**src/rtl/ws2812_pkg.sv**
```systemverilog
// Shared types, default 12 MHz timing, colours and LED-to-cell mapping for the
// grid WS2812 driver.
package ws2812_pkg;

  typedef enum logic [1:0] {
    StIdle,
    StSend,
    StLatch
  } state_e;

  // Defaults assume a 12 MHz clock: 1.25 us bit period, 300 us latch.
  localparam int unsigned DEF_BIT_CYCLES   = 15;
  localparam int unsigned DEF_T0H_CYCLES   = 5;
  localparam int unsigned DEF_T1H_CYCLES   = 10;
  localparam int unsigned DEF_RESET_CYCLES = 3600;

  // GRB order, green in the top byte.
  localparam logic [23:0] GRB_OFF       = 24'h00_00_00;
  localparam logic [23:0] GRB_DIM_GREEN = 24'h00_20_00;

  localparam int unsigned NUM_LEDS     = 64;
  localparam int unsigned BITS_PER_LED = 24;

  // Map a position on the LED chain to a grid cell; serpentine chains run odd
  // rows right-to-left.
  function automatic logic [5:0] led_to_cell(input logic [5:0] p, input logic serpentine);
    logic [2:0] r;
    logic [2:0] c;
    r = p[5:3];
    c = p[2:0];
    if (serpentine && r[0]) begin
      return {r, 3'd7 - c};
    end
    return p;
  endfunction

endpackage

```
**src/rtl/ws2812_bit_encoder.sv**
```systemverilog
// Turns a stream of bits into WS2812 pulses: every bit occupies BIT_CYCLES clocks
// and is high for T0H_CYCLES (0) or T1H_CYCLES (1). The output is registered.
module ws2812_bit_encoder
  import ws2812_pkg::*;
#(
  parameter int unsigned BIT_CYCLES = DEF_BIT_CYCLES,
  parameter int unsigned T0H_CYCLES = DEF_T0H_CYCLES,
  parameter int unsigned T1H_CYCLES = DEF_T1H_CYCLES,
  parameter int unsigned CYC_W      = $clog2(DEF_BIT_CYCLES)
) (
  input  logic clk,
  input  logic rst,
  input  logic bit_valid,
  input  logic bit_val,
  output logic data_out,
  output logic bit_ready
);

  localparam logic [CYC_W-1:0] LastCyc = CYC_W'(BIT_CYCLES - 1);
  localparam logic [CYC_W-1:0] T0hCyc  = CYC_W'(T0H_CYCLES);
  localparam logic [CYC_W-1:0] T1hCyc  = CYC_W'(T1H_CYCLES);

  logic [CYC_W-1:0] cyc_q, cyc_d;
  logic             active_q, active_d;
  logic             cur_bit_q, cur_bit_d;
  logic             data_q, data_d;

  // Last clock of the current period; the caller presents the next bit here.
  assign bit_ready = active_q && (cyc_q == LastCyc);
  assign data_out  = data_q;

  // Load a new bit when idle or at the end of a period, otherwise keep counting.
  // data_d looks at next-state values so data_out lines up with cyc without lag.
  always_comb begin
    cyc_d     = cyc_q;
    active_d  = active_q;
    cur_bit_d = cur_bit_q;
    if (!active_q || bit_ready) begin
      cyc_d    = '0;
      active_d = bit_valid;
      if (bit_valid) begin
        cur_bit_d = bit_val;
      end
    end else begin
      cyc_d = cyc_q + 1'b1;
    end
    data_d = active_d && (cyc_d < (cur_bit_d ? T1hCyc : T0hCyc));
  end

  // Bit timing state and registered serial output.
  always_ff @(posedge clk) begin
    if (rst) begin
      cyc_q     <= '0;
      active_q  <= 1'b0;
      cur_bit_q <= 1'b0;
      data_q    <= 1'b0;
    end else begin
      cyc_q     <= cyc_d;
      active_q  <= active_d;
      cur_bit_q <= cur_bit_d;
      data_q    <= data_d;
    end
  end

endmodule

```
**src/rtl/grid_ws2812_driver.sv**
```systemverilog
// Serialises an 8x8 life grid onto a WS2812 chain, LED 0 first, one GRB word per
// LED, followed by a latch interval. The grid is shadowed at frame start so
// upstream updates never tear a frame.
module grid_ws2812_driver
  import ws2812_pkg::*;
#(
  parameter int unsigned BIT_CYCLES   = DEF_BIT_CYCLES,
  parameter int unsigned T0H_CYCLES   = DEF_T0H_CYCLES,
  parameter int unsigned T1H_CYCLES   = DEF_T1H_CYCLES,
  parameter int unsigned RESET_CYCLES = DEF_RESET_CYCLES,
  parameter logic [23:0] ON_COLOR     = GRB_DIM_GREEN,
  parameter logic [23:0] OFF_COLOR    = GRB_OFF,
  parameter bit          SERPENTINE   = 1'b0
) (
  input  logic        clk,
  input  logic        rst,
  input  logic        start,
  input  logic [63:0] grid_in,
  output logic        data_out,
  output logic        busy,
  output logic        frame_done
);

  localparam int unsigned MaxCycles = (BIT_CYCLES > RESET_CYCLES) ? BIT_CYCLES : RESET_CYCLES;
  localparam int unsigned CycW      = $clog2(MaxCycles);
  localparam logic [CycW-1:0] LatchLast = CycW'(RESET_CYCLES - 1);

  // Refuse to build with timing that cannot produce distinguishable pulses.
  if (!((T0H_CYCLES > 0) && (T0H_CYCLES < T1H_CYCLES) && (T1H_CYCLES < BIT_CYCLES) &&
        (RESET_CYCLES >= 1))) begin : g_bad_timing
    $fatal(1, "grid_ws2812_driver: illegal timing parameters");
  end

  state_e          state_q, state_d;
  logic [63:0]     shadow_q, shadow_d;
  logic [5:0]      led_q, led_d;
  logic [4:0]      bit_q, bit_d;
  logic [CycW-1:0] latch_q, latch_d;
  logic            busy_q, busy_d;
  logic            done_q, done_d;

  logic            bit_valid;
  logic            bit_val;
  logic            bit_ready;
  logic [23:0]     color;

  ws2812_bit_encoder #(
    .BIT_CYCLES (BIT_CYCLES),
    .T0H_CYCLES (T0H_CYCLES),
    .T1H_CYCLES (T1H_CYCLES),
    .CYC_W      (CycW)
  ) u_encoder (
    .clk       (clk),
    .rst       (rst),
    .bit_valid (bit_valid),
    .bit_val   (bit_val),
    .data_out  (data_out),
    .bit_ready (bit_ready)
  );

  assign busy       = busy_q;
  assign frame_done = done_q;

  // State, shadow grid, LED/bit counters, latch timer and registered flags.
  always_ff @(posedge clk) begin
    if (rst) begin
      state_q  <= StIdle;
      shadow_q <= '0;
      led_q    <= '0;
      bit_q    <= '0;
      latch_q  <= '0;
      busy_q   <= 1'b0;
      done_q   <= 1'b0;
    end else begin
      state_q  <= state_d;
      shadow_q <= shadow_d;
      led_q    <= led_d;
      bit_q    <= bit_d;
      latch_q  <= latch_d;
      busy_q   <= busy_d;
      done_q   <= done_d;
    end
  end

  // Frame sequencing: capture on start, walk 64 LEDs x 24 bits, then latch.
  always_comb begin
    state_d  = state_q;
    shadow_d = shadow_q;
    led_d    = led_q;
    bit_d    = bit_q;
    latch_d  = latch_q;
    unique case (state_q)
      StIdle: begin
        if (start) begin
          shadow_d = grid_in;
          led_d    = '0;
          bit_d    = 5'(BITS_PER_LED - 1);
          latch_d  = '0;
          state_d  = StSend;
        end
      end
      StSend: begin
        if (bit_ready) begin
          if (bit_q == '0) begin
            bit_d = 5'(BITS_PER_LED - 1);
            if (led_q == 6'(NUM_LEDS - 1)) begin
              latch_d = '0;
              state_d = StLatch;
            end else begin
              led_d = led_q + 6'd1;
            end
          end else begin
            bit_d = bit_q - 5'd1;
          end
        end
      end
      StLatch: begin
        if (latch_q == LatchLast) begin
          state_d = StIdle;
        end else begin
          latch_d = latch_q + 1'b1;
        end
      end
      default: state_d = StIdle;
    endcase
  end

  // Next bit for the encoder (from next-state counters) and registered flags.
  always_comb begin
    color     = shadow_d[led_to_cell(led_d, SERPENTINE)] ? ON_COLOR : OFF_COLOR;
    bit_val   = color[bit_d];
    bit_valid = (state_d == StSend);
    busy_d    = (state_d != StIdle);
    done_d    = (state_q == StLatch) && (state_d == StIdle);
  end

endmodule

```
**config.mk**
```make
export PLATFORM = sky130hd
export DESIGN_NAME = grid_ws2812_driver
export DESIGN_NICKNAME = d
export VERILOG_FILES = /design/src/rtl/ws2812_pkg.sv /design/src/rtl/ws2812_bit_encoder.sv /design/src/rtl/grid_ws2812_driver.sv
export SDC_FILE = /design/constraint.sdc
export NUM_CORES = 1
export LEC_CHECK = 0
export ABC_AREA = 0
export CAP_MARGIN = 20
export CORE_ASPECT_RATIO = 1.75
export CORE_MARGIN = 2
export CORE_UTILIZATION = 38
export DETAILED_ROUTE_END_ITERATION = 10
export DONT_BUFFER_PORTS = 1
export PLACE_DENSITY_LB_ADDON = 0.15
export SKIP_LAST_GASP = 1
export SLEW_MARGIN = 20
export SYNTH_ARGS = -nofsm -noshare
export SYNTH_HDL_FRONTEND = slang
export SYNTH_HIERARCHICAL = 1
export SYNTH_SLANG_ARGS = --single-unit
```
**constraint.sdc**
```tcl
create_clock -name clk -period 5.1 [get_ports clk]
set_input_delay 0.255 -clock clk [delete_from_list [all_inputs] [get_ports clk]]
set_output_delay 0.255 -clock clk [all_outputs]
set_load 0.01 [all_outputs]
```
==> flow_summary.ini, run 1 <==
[layout]
nets = 729
final_cell_mix = nand2_1 (142), dfxtp_1 (106), a21oi_1 (78)
final_cells = 833
num-fill-cells = 1424
diodes = 0
area_growth_pct = 9.534
final_common_cell = nand2_1
drive_above_1_share_pct = 8.649
fin_util_pct = 42.85

[timing]
fin_hold_ws_ns = 0.02695
rsz0062_at_grt = false
finalMaxSlewViolations = 0
clock-skew-final_ns = 0.009831
timing.final.crit_share_pct = 95.49
worst_pin_slew_ns = 0.6929
max_freq_mhz = 205.3
finalCriticalPeriod_ns = 4.870
setup_viol = 0
relSlewSlack_pct = 53.50
timing.final.hold_violations = 0
setup_tns_ns = 0

[logic_synthesis]
ys_seq_area_share_pct = 40.32
synth_flop_cell = dfxtp_1
netlist.area_leader.share_pct = 40.32
ys_ff_latch = 106
yosysWarnings = 6
avgSynthCellArea_um2 = 7.914
synthesis.nets = 740
syn_inst = 665
synth_edf_count = 0
yosys-top-cells-area = dfxtp_1 (40%), nand2_1 (10%), a21oi_1 (7.4%)
yosysTopAreaCell = dfxtp_1
syn_area_um2 = 5263
ys_types = 65
synthArstFlopShare_pct = 0

[setup_path]
cp_top_family = compound AO/OA/AOI/OAI gates
worstPathRequired_ns = 5.35
cp_max_fo = 9
cp.buffers_inverters = 1
crit_chain = and4bb_2, nand4_1, nor2_2, nand3b_1, a211o_4, and3_4, nor2_8, mux2i_1, o22ai_1, or4_1, a31oi_1, o31ai_1, a221oi_2, o21bai_1, ha_1, inv_1, a211o_1, a31o_2, o2111a_1
max_stage_delay_ns = 0.48
cp-start-kind = flop
critPathKind = flop to flop
cp_slowest_cell = or4_1
worstPathArrival_ns = 5.12
end_kind = flop

[detailed_routing]
drtIter0Drc = 208
postRouteAntennaNets = 0
viasPerCell = 5.450
dr.pass1.iters = 4
wl_mm = 13.45
wl_per_cell_um = 16.14
vias = 4540
drc = 0

[global_route]
gr-usage-met1_pct = 19.71
track_usage_pct = 18.34
grt_max_degree = 86
globalRouteMet2Util_pct = 33.43
use_met3_pct = 3.868
grt_pass1_wl_mm = 21.79
antenna_found_initial = 0
first_global_vias = 4515
grt_busiest_layer = met2
grt.overflow.total = 0

[clock_tree]
cts_tree = done
cts_buffer_depth = 2
post_cts_buffers = 0
clk_pin_slew_ns = 0.08
clk_latency_ns = 0.35
cts_inserted_buffers = 9
ctsRootBufferMaster = clkbuf_16
cts_sinks = 106
htree_levels = 3

[floorplanning]
dieArea_um2 = 14840
die_x_um = 92.96
rows = 56
num_io_pins = 70
core-area_um2 = 13450
start_util_pct = 39.12
die_h_um = 159.7

[outcome]
status = finished clean

[power]
ir_worst_vdd_mv = 0.1774
total_leakage_power_uw = 0.002214
powerDensity_nw_per_um2 = 316.0

[run]
maxCapViolCount = 0

[hold_path]
hold_class = input pin to flop

[placement]
gp_congestion = 0.9005
dp_hpwl_mm = 9.817
portBuffers = 0
dp.cells = 816
report_power, final:
group / switching, uW / total, uW / internal, uW
clock: 335 / 676 / 341
sequential: 39.4 / 921 / 882
combinational: 139 / 225 / 86.0
repair_timing:
action | CTS | global route
resized for setup | 0 | 6
setup endpoints to repair | 0 | 1
hold buffers | 1 | 0
endpoints found under the hold margin | 85 | 0
per-stage QoR:
stage          area [um^2]  worst slack (ns)  total power [uW]
3_5_place_dp          5423           0.08860              1154
6_report              5764            0.2298              1821
3_3_place_gp          5423            0.1966              1148
4_1_cts               5736           0.06824              1841
2_1_floorplan         5263            0.4036              1098
5_1_grt               5764          0.003524              1913
cells by family after synthesis:
| group | count (synthesis) | synth area share [%] |
|---|---|---|
| adders and majority gates | 8 | 1.902 |
| xor gates and xnor gates | 18 | 2.996 |
| and+or+nand+nor | 295 | 26.22 |
| AOI/OAI and AO/OA | 157 | 18.33 |
| muxes | 30 | 5.706 |
| buffers and inverters | 51 | 4.517 |
| DFF | 106 | 40.32 |
area by class of cell:
type	instances	area, um^2	area share (%)
timing repair buffer	19	170.2	2.952
clock inverter	7	60.06	1.042
inverter	10	37.54	0.6512
tap	174	217.7	3.777
clock buffer	9	225.2	3.907
sequential	106	2122	36.81
multi-input combinational	508	2932	50.86
cells in the mapped netlist, drive strengths merged (2+ instances only):
library cell and count:
o21ai 21, a311oi 3, o21bai 2, clkbuf 28, dfxtp 106, a31oi 4, or3b 2, buf 13
or3 4, o22ai 9, o211ai 3, nand2 143, o311ai 2, xnor2 9, o221a 2, nor4 9
nor2 59, or2 2, and4 2, a41oi 2, and2 6, inv 10, nand2b 8, nor4b 2
nor3 14, mux2i 30, nor2b 8, a211o 3, xor2 9, a21o 3, ha 8, a21oi 78
a211oi 15, nand3 16, and3 8, nand4 5
metal layers:
metal,vias to the layer above,wire length (um)
met2,91,7106
met3,31,495
li1,2293,-
met1,2125,5350
met4,0,493
met5,-,0
worst reg2reg max path: stages, from the launching register on:
cell,delay (ns)
dfxtp_1,0.39
and4bb_2,0.34
nand4_1,0.14
nor2_2,0.17
nand3b_1,0.15
a211o_4,0.39
and3_4,0.24
nor2_8,0.21
mux2i_1,0.24
o22ai_1,0.09
or4_1,0.48
a31oi_1,0.25
o31ai_1,0.16
a221oi_2,0.32
o21bai_1,0.21
ha_1,0.21
inv_1,0.04
a211o_1,0.27
a31o_2,0.22
o2111a_1,0.22
state kept, by name (all words and copies together) (netlist names):
signal / count
shadow_q: 64
bit_q: 5
led_q: 6
busy: 1
latch_q: 12
u_encoder/cur_bit_q: 1
frame_done: 1
u_encoder/data_out: 1
u_encoder/cyc_q: 12
u_encoder/active_q: 1
state_q: 2
worst paths after layout:
path	start	endpoint	slack [ns]	cells after the start
worst min register to register	shadow_q[25]$_SDFF_PP0_	shadow_q[25]$_SDFF_PP0_	0.45	2
worst max register to register	u_encoder/cyc_q[6]$_SDFF_PP0_	u_encoder/data_out$_SDFF_PP0_	0.23	19
worst min-delay path	grid_in[58]	shadow_q[58]$_SDFF_PP0_	0.03	2
worst max-delay path	u_encoder/cyc_q[6]$_SDFF_PP0_	u_encoder/data_out$_SDFF_PP0_	0.23	19
Power figures use the tool's default switching activity.
==> run 2, diff against run 1 <==
Settings changed: CORE_UTILIZATION 38 to 57, REMOVE_ABC_BUFFERS set to 1.
==> flow_summary.ini, run 2 (same netlist as run 1, synthesis figures left out) <==
[setup_path]
worstPathRequired_ns = 5.35
crit_top_cell = buf_4
cp_slowest_cell = dfxtp_1
reg2regPathDepth = 21
end_kind = flop
critPathKind = flop to flop
max_stage_delay_ns = 0.39
crit_chain = and4bb_2, nand4_1, nor2_1, nand3b_1, a211o_4, and3_4, nor2_8, buf_4, buf_4, mux2i_1, o21ai_0, nor3_1, a21o_1, o31ai_1, a221oi_2, o21bai_1, ha_1, inv_1, a211o_1, a31o_2, o2111a_1
cp_max_fo = 12
cp-start-kind = flop
worstPathArrival_ns = 5.01

[hold_path]
min_path_cells = 2
hold_class = input pin to flop

[layout]
num-fill-cells = 837
area_growth_pct = 8.844
largest_reg_flops = 64
reg_top3 = shadow_q x64, latch_q x12, u_encoder/cyc_q x12
final_cell_mix = nand2_1 (142), dfxtp_1 (105), a21oi_1 (78)
drive_above_1_share_pct = 9.323
nets = 735
diodes = 0
largest-register = shadow_q
final_cells = 785
final_common_cell = nand2_1

[clock_tree]
ctsRootBufferMaster = clkbuf_16
htree_levels = 3
clk_latency_ns = 0.35
cts_tree = done
cts_inserted_buffers = 9
cts_sinks = 106
clk_pin_slew_ns = 0.07
cts_buffer_depth = 2

[global_route]
antenna_found_initial = 0
track_usage_pct = 26.40
grt_pass1_wl_mm = 21.14
grt_max_degree = 86
first_global_vias = 4520
grt.overflow.total = 0

[floorplanning]
core-area_um2 = 9036
rows = 46
num_io_pins = 70
start_util_pct = 58.24
die_x_um = 76.64
die_h_um = 131.1
dieArea_um2 = 10050

[timing]
timing.final.hold_violations = 0
timing.final.crit_share_pct = 93.46
clock-skew-final_ns = 0.006928
finalMaxSlewViolations = 0
relSlewSlack_pct = 61.85
setup_viol = 0
finalCriticalPeriod_ns = 4.766
worst_pin_slew_ns = 0.5644
max_freq_mhz = 209.8
rsz0062_at_grt = false

[placement]
dp.cells = 762
portBuffers = 0
dp_hpwl_mm = 9.490
gp_congestion = 0.9045

[detailed_routing]
dr.pass1.iters = 8
postRouteAntennaNets = 0
drc = 0
wl_per_cell_um = 16.81
wl_mm = 13.20
drtIter0Drc = 308
viasPerCell = 5.952
vias = 4672

[run]
maxCapViolCount = 0

[power]
total_leakage_power_uw = 0.002223
powerDensity_nw_per_um2 = 314.8
ir_worst_vdd_mv = 0.2498
finalPower_uw = 1803

[outcome]
status = finished clean
run 2: cell count changes in the layout (fill, tap and decap cells not counted), moves of 2 or more:
| cell | before | now |
|---|---|---|
| inv_6 | 0 | 2 |
| clkinvlp_4 | 1 | 3 |
| clkinv_2 | 2 | 0 |
| buf_4 | 17 | 24 |
| inv_8 | 3 | 0 |
run 2: per-layer routing:
layer	track usage, %	vias to the layer above	share of wire [%]
li1	-	2309	-
met1	26.82	2190	37
met2	49.90	134	55
met3	4.121	39	3.7
met4	14.95	0	4.2
met5	0	-	0
run 2: stage by stage:
step	hold slack (ns)	TNS [ns]	instance area (um^2)	worst slack (ns)	utilization, %
5_1_grt	0.02203	0	5728	0.01399	63.39
4_1_cts	0.02260	0	5660	0.1837	62.64
2_1_floorplan	0.3241	-0.3580	5062	-0.3580	-
6_report	0.02219	0	5728	0.3337	63.39
3_3_place_gp	0.3312	0	5355	0.3873	59.26
3_5_place_dp	0.3343	0	5355	0.2725	59.26
run 2: cell type report:
type	count	area [um^2]	area share, %
clock buffer	10	229.0	3.997
clock inverter	6	48.80	0.8519
inverter	10	37.54	0.6553
multi-input combinational	508	2932	51.18
sequential	106	2123	37.07
tap	120	150.1	2.621
timing repair buffer	25	207.7	3.626
run 2: worst paths after layout:
path | to | startpoint | slack [ns]
setup reg to reg | u_encoder/data_out$_SDFF_PP0_ | u_encoder/cyc_q[6]$_SDFF_PP0_ | 0.33
setup / recovery | u_encoder/data_out$_SDFF_PP0_ | u_encoder/cyc_q[6]$_SDFF_PP0_ | 0.33
hold reg to reg | shadow_q[19]$_SDFF_PP0_ | shadow_q[19]$_SDFF_PP0_ | 0.45
hold / removal | shadow_q[50]$_SDFF_PP0_ | grid_in[50] | 0.02
run 2: power by group:
part	internal (uW)	switching, uW	total (uW)
clock	336	319	655
sequential	882	40.5	922
combinational	85.5	140	226
total	1300	500	1800
run 2: timing repair:
item | in CTS | in global routing
endpoints found under the setup margin | 0 | 1
endpoints found under the hold margin | 85 | 0
gates resized for setup | 0 | 6
hold buffers | 1 | 0
setup buffers | 0 | 6
run 2: critical path, delay by kind of cell, from the launching register on:
kind                       cells  cell delay (ns)
AOI/OAI and AO/OA              9             1.95
and+or+nand+nor                7             1.47
DFF                            1             0.39
buffers and inverters          3             0.33
muxes                          1             0.28
adders and majority gates      1             0.24
